## config.mk

```make
export PLATFORM = sky130hd
export DESIGN_NAME = mdr_queue
export DESIGN_NICKNAME = d
export VERILOG_FILES = /design/src/rtl/mdr_queue.sv
export SDC_FILE = /design/constraint.sdc
export NUM_CORES = 1
export LEC_CHECK = 0
export CORE_ASPECT_RATIO = 1.2
export CORE_UTILIZATION = 40
export DETAILED_ROUTE_END_ITERATION = 10
export PLACE_DENSITY = 0.72
export SETUP_SLACK_MARGIN = 0.2
export SKIP_LAST_GASP = 1
export SLEW_MARGIN = 20
export SYNTH_ARGS = -nofsm -noshare
export SYNTH_HDL_FRONTEND = slang
export SYNTH_SLANG_ARGS = --single-unit
```

## constraint.sdc

```tcl
create_clock -name clk -period 2.8 [get_ports clk]
set_clock_uncertainty 0.05 [all_clocks]
set_input_delay 0.84 -clock clk [delete_from_list [all_inputs] [get_ports clk]]
set_output_delay 0.84 -clock clk [all_outputs]
set_load 0.005 [all_outputs]
```

## src/rtl/mdr_queue.sv

```systemverilog
// Fetch-side instruction FIFO between imem read data and the instruction register.
// One-cycle read latency (inst/inst_valid registered); writes are dropped when full unless a read frees a slot.
module mdr_queue #(
  parameter int                    DATA_WIDTH  = 32,
  parameter int                    DEPTH       = 4,
  parameter logic [DATA_WIDTH-1:0] RESET_VALUE = '0
) (
  input  logic                         clk,
  input  logic                         rst,
  input  logic                         MDR_wr,
  input  logic [DATA_WIDTH-1:0]        instin,
  input  logic                         MDR_rd,
  input  logic                         flush,
  output logic [DATA_WIDTH-1:0]        inst,
  output logic                         inst_valid,
  output logic                         full,
  output logic                         empty,
  output logic [$clog2(DEPTH):0]       count,
  output logic                         overflow,
  output logic                         underflow
);

  localparam int AW = $clog2(DEPTH);
  localparam int CW = $clog2(DEPTH) + 1;

  logic [DATA_WIDTH-1:0] mem [DEPTH];
  logic [AW-1:0]         wr_ptr;
  logic [AW-1:0]         rd_ptr;
  logic [CW-1:0]         cnt;
  logic                  wr_acc;
  logic                  rd_acc;

  assign full  = (cnt == CW'(DEPTH));
  assign empty = (cnt == '0);
  assign count = cnt;

  // A read on a full queue frees the slot the same-cycle write lands in.
  assign rd_acc = MDR_rd & ~empty & ~flush;
  assign wr_acc = MDR_wr & (~full | rd_acc) & ~flush;

  always_ff @(posedge clk) begin
    if (wr_acc && !rst) begin
      mem[wr_ptr] <= instin;
    end
  end

  always_ff @(posedge clk) begin
    if (rst) begin
      wr_ptr <= '0;
      rd_ptr <= '0;
      cnt    <= '0;
    end else if (flush) begin
      wr_ptr <= '0;
      rd_ptr <= '0;
      cnt    <= '0;
    end else begin
      if (wr_acc) wr_ptr <= wr_ptr + AW'(1);
      if (rd_acc) rd_ptr <= rd_ptr + AW'(1);
      case ({wr_acc, rd_acc})
        2'b10:   cnt <= cnt + CW'(1);
        2'b01:   cnt <= cnt - CW'(1);
        default: cnt <= cnt;
      endcase
    end
  end

  always_ff @(posedge clk) begin
    if (rst) begin
      inst       <= RESET_VALUE;
      inst_valid <= 1'b0;
    end else begin
      inst_valid <= rd_acc;
      if (rd_acc) inst <= mem[rd_ptr];
    end
  end

  always_ff @(posedge clk) begin
    if (rst) begin
      overflow  <= 1'b0;
      underflow <= 1'b0;
    end else begin
      if (MDR_wr && full && !rd_acc && !flush) overflow  <= 1'b1;
      if (MDR_rd && empty && !flush)           underflow <= 1'b1;
    end
  end

endmodule

```

* After elaboration in Yosys (flattened, before gate mapping) *
Memory sizes are Yosys's and may differ from the RTL's. A register that Yosys moved wholly into a read port is not among the register bits.
Index checks and enable logic that the tools add are counted.

operators by class
  add/sub/neg operators = 4
  eq/ne operators = 3
  mux-type cells = 3
  bitwise logic cells = 8
  reduce and logical (&&, ||, !) cells = 12

operators by type and width
  cell                                               count
  logical AND 1 bit                                  6
  one-hot mux 3 bit (2 select lines)                 1
  adder 2 x 1 -> 2 bit (second input constant)       2
  bitwise AND 1 bit                                  4
  adder 3 x 1 -> 3 bit (second input constant)       1
  == test 3 bit (second input constant)              1
  logical NOT 1 bit                                  3
  logical NOT 3 bit                                  1
  NOT 1 bit                                          3
  subtractor 3 x 1 -> 3 bit (second input constant)  1
  == test 2 x 1 -> 1 bit (second input constant)     1
  == test 2 bit (second input constant)              1
  two-way mux 1 bit                                  2
  nonzero test 2 bit                                 1
  OR reduction 2 bit                                 1
  OR 1 bit                                           1

storage, ports and cells
  register bits = 10
  RAM bits = 128
  output and inout bits = 40
  memories kept = 1

memories
  memory  depth  width  read ports  clocked after memory_dff  wr ports  line  source
  mem     4      32     1           1                         1         26    logic [DATA_WIDTH-1:0] mem [DEPTH];

* Logic depth before layout (Yosys ltp) *
  word-level depth = 10
  gate-level depth with buffers = 9
  gate-level depth less buffers = 9

* Worst setup path after synthesis *
No wires, ideal clock.

  path type = input to register
  start = input port MDR_rd
  end = register cnt[2], in the netlist count[2]
  library setup time = 0.070 ns
  arrival = 2.509 ns
  data required time = 2.680 ns
  path slack = 0.171 ns
  cell stages on the path = 8
  path buffers = 0
  cell sequence = nor4b_2 -> nand2b_1 -> ha_1 -> inv_1 -> fa_1 -> xor2_1 -> or3_1 -> a21oi_1

between the ends
  longest elaborated chain between the ends = 7

ends and longest elaborated chain
  element                                                                          line  source
  start: declaration                                                               12    input logic MDR_rd,
  bitwise AND 1 bit * (2 in a row)                                                 38    assign rd_acc = MDR_rd & ~empty & ~flush;
  OR 1 bit                                                                         39    assign wr_acc = MDR_wr & (~full | rd_acc) & ~flush;
  bitwise AND 1 bit (2 in a row)                                                   39
  == test 2 x 1 -> 1 bit / == test 2 bit (equally long branches)                   59    case ({wr_acc, rd_acc})
  one-hot mux 3 bit (2 select lines) / nonzero test 2 bit (equally long branches)  --
  end signal: assignment                                                           60    2'b10: cnt <= cnt + CW'(1);
  end signal: assignment                                                           61    2'b01: cnt <= cnt - CW'(1);
  end signal: assignment                                                           62    default: cnt <= cnt;
  end: declaration                                                                 29    logic [CW-1:0] cnt;

Every way passes the cells marked *; elsewhere a longest branch is shown, timed or not.
A chain may end at the register's enable or synchronous reset.

* Worst setup path after layout *
Ends and elaborated chain as after synthesis.

==> summary.txt <==
outcome: finished clean
Min-Delay Path Class: reg2reg
clock transition at the registers of the reported paths: 0.06 ns
RSZ-0062 raised after global routing: false
GRT Total Usage: 15.22%
initial antenna violation count: 0
post-layout instance area: 7995 sq um
clock tree from TritonCTS: built
measured slew at the worst slew-check pin: 0.9929 ns
Hold Vio Cnt, Final: 0
htree depth: 4
DP Area: 7317 sq um
Core Region: 15,080 sq um
combinational share of power: 3.2%
Int Power: 4504 uW
crit path time final: 2.498 ns
final core area utilization: 53.01%
sw frac: 18.02%
first-pass GRT wire length: 17,490 microns
FF-to-FF End: count[2]$_SDFFE_PP0P_
Slew Limit Fails: 0
FP Rows: 49
Clock Latency Late Sink: 0.41 ns
r2r startpoint: count[1]$_SDFFE_PP0P_
main flop type after synthesis: edfxtp_1
startpoint types: primary input
leakage: 0.002624 uW
ratio of total power to cell area: 687.2 nW/um^2
critical path capture point type: flop
register area share after synthesis: 75.56%
nets: 445
CP Max Fanout: 2
syn nets: 348
CP required: 3.09 ns
number of CTS-inserted buffers: 17
Yosys top cell by area: edfxtp_1
critical path type: in2reg
largest net degree at the start of global routing: 35
count leader, synth: edfxtp_1
width of the die: 115.7 microns
synthesized area: 6200 sq um
delay-heaviest family, CP: simple AND/OR/NAND/NOR gates
Initial Util: 41.11%
hpwl dp: 6890 microns
Reg area: 4688 sq um
Via Count: 3,093
IO Pins: 77
Die Area: 16,000 sq um
synth cell count leaders: edfxtp_1, dfxtp_1, a22o_1, mux4_2, mux4_1
R2R Setup Slk: 0.59 ns
VDD IR max: 0.4549 mV
Slew HR: 33.66%
post-route antenna net violation count: 0
per-cell routed wire length: 18.46 microns
fraction of layout cells with a size suffix above 1: 20.00%
WP depth: 9
slowest stage cell on the critical path: fa_1
worst-case reg-to-reg path depth: 8
Worst Setup EP: count[2]$_SDFFE_PP0P_
Clock Sink Count: 170
EDFF count, synth: 128
Synth-to-Final Area Change: 28.96%
sequential power share: 49.9%
Clock Path Buffers: 2
Fillers: 1,244
chip height: 138.4 microns
CP peak stage delay: 0.37 ns
clock share of power: 46.9%
CP startpoint: MDR_rd
number of DRC markers in iteration 0: 244
critical path cell sequence: dlygate4sd2_1 -> nor4b_4 -> nand2b_4 -> ha_1 -> inv_1 -> fa_1 -> xor2_1 -> or3_1 -> a21oi_1
CP arrival: 2.79 ns
Seq cells post-synth: 170
Tcrit/Tclk final: 89.20%
placer congestion estimate: 0.7156
Psw: 990.3 uW
PortBufs: 76
Synth top area share: 62.00%
library cells used by synthesis: 33
footprint of the multi-input gates: 1410 sq um
max-cap viol count: 0
Initial DRT Pass Iterations: 4
YS warnings: 0
Max Freq: 400.4 MHz
synthesized area per cell: 20.33 sq um
Final Setup Violations: 0
routed vias/inst: 4.997
DRC viols: 0
Ant. Diodes: 0
Root Buffer: clkbuf_16
critical path buffer and inverter count: 2
vias in the first global route: 3,312
drt total wl: 11,430 microns
async set-reset flop share out of synthesis: 0%
synthesized instance count: 305
global route overflow: 0
ranking of synthesized cells by area: edfxtp_1, dfxtp_1, mux4_2
-- power by group through the flow --
| stage | logic, uW | clock network (uW) | registers [uW] |
|---|---|---|---|
| 6_report | 174 | 2580 | 2740 |
| 5_1_grt | 189 | 2720 | 2740 |
| 4_1_cts | 177 | 2620 | 2740 |
| 3_5_place_dp | 175 | 0 | 2800 |
| 3_3_place_gp | 168 | 0 | 2800 |
| 2_1_floorplan | 62.4 | 0 | 2800 |
-- area by class of cell --
class                   instances  share of cell area [%]
flip-flops and latches        170                   58.64
repair buffers                 93                   11.89
clock inverters                11                   2.739
inverters                       7                  0.3912
clock buffers                  21                   5.509
multi-input cells             113                   17.64
well taps                     204                   3.192
-- state kept, by name, indices dropped and copies added, names as in the netlist --
name and cells:
wr_ptr 2, inst_valid 1, underflow 1, count 3
rd_ptr 2, overflow 1, inst 32, mem 128
-- layer usage --
metal | vias up | global-route usage, % | part of all wire (%)
li1 | 1430 | - | -
met1 | 1571 | 18.63 | 41
met5 | - | 0 | 0
met2 | 86 | 25.37 | 53
met3 | 6 | 4.691 | 5.4
met4 | 0 | 5.263 | 0.70
-- through the flow --
step           setup WS, ns  instances  TNS (ns)  hold WS (ns)  power [uW]
2_1_floorplan        0.2486        305         0        0.4104        2859
3_3_place_gp        -0.1680        586    -1.535        0.4107        2964
3_5_place_dp        -0.3155        586    -2.979        0.4132        2972
4_1_cts              0.2354        619         0        0.4322        5541
5_1_grt              0.2255        619         0        0.4443        5654
6_report             0.3023        619         0        0.4263        5494
-- layout by cell type, fill, tap and decap left out, types with 2 or more instances in the layout --
cell type        synthesis  final
o21ai_0                  4      4
dlygate4sd2_1            0      2
xor2_1                   2      2
clkdlybuf4s50_1          0     73
dfxtp_1                 42     39
mux4_1                   8      8
a21oi_1                  7      7
inv_1                    6      6
and2_2                   0      4
nor2_1                   7      7
bufinv_16                0      6
a22o_1                  32     32
nand2b_1                 3      2
or3_1                    2      2
edfxtp_1               128    128
ha_1                     5      5
clkbuf_1                 4      4
nor2b_1                  2      2
mux4_2                  24     24
dfxtp_2                  0      3
clkbuf_16                0     17
buf_4                    6     12
clkinv_4                 0      3
buf_12                   0      5
-- timing repair --
item                       in CTS  in global routing
setup endpoints to repair       2                  1
buffers inserted                1                  0
gates resized for setup         5                  1
pin swaps                       2                  1
hold buffers                    0                  0
-- cells by family (layout without fill, tap and decap cells) --
group	after synthesis	in the layout	synth area share, %
xor+xnor	2	2	0.2826
mux	32	32	12.11
compound gates	46	46	5.913
buf+inv	22	132	2.038
flops	170	170	75.56
fa+ha+maj	6	6	1.332
simple gates	27	27	2.765
-- worst min-delay path by stage --
stage                                       end                   from  slack (ns)  depth (start not counted)
after floorplan           overflow$_SDFFE_PP0P_  overflow$_SDFFE_PP0P_        0.41                          2
after global placement     inst[7]$_SDFFE_PP0P_   inst[7]$_SDFFE_PP0P_        0.41                          1
after detailed placement  inst[12]$_SDFFE_PP0P_  inst[12]$_SDFFE_PP0P_        0.41                          1
after CTS                 inst[29]$_SDFFE_PP0P_  inst[29]$_SDFFE_PP0P_        0.43                          1
after global routing      inst[12]$_SDFFE_PP0P_  inst[12]$_SDFFE_PP0P_        0.44                          1
final                     inst[10]$_SDFFE_PP0P_  inst[10]$_SDFFE_PP0P_        0.43                          1
Power figures use the tool's default switching activity.
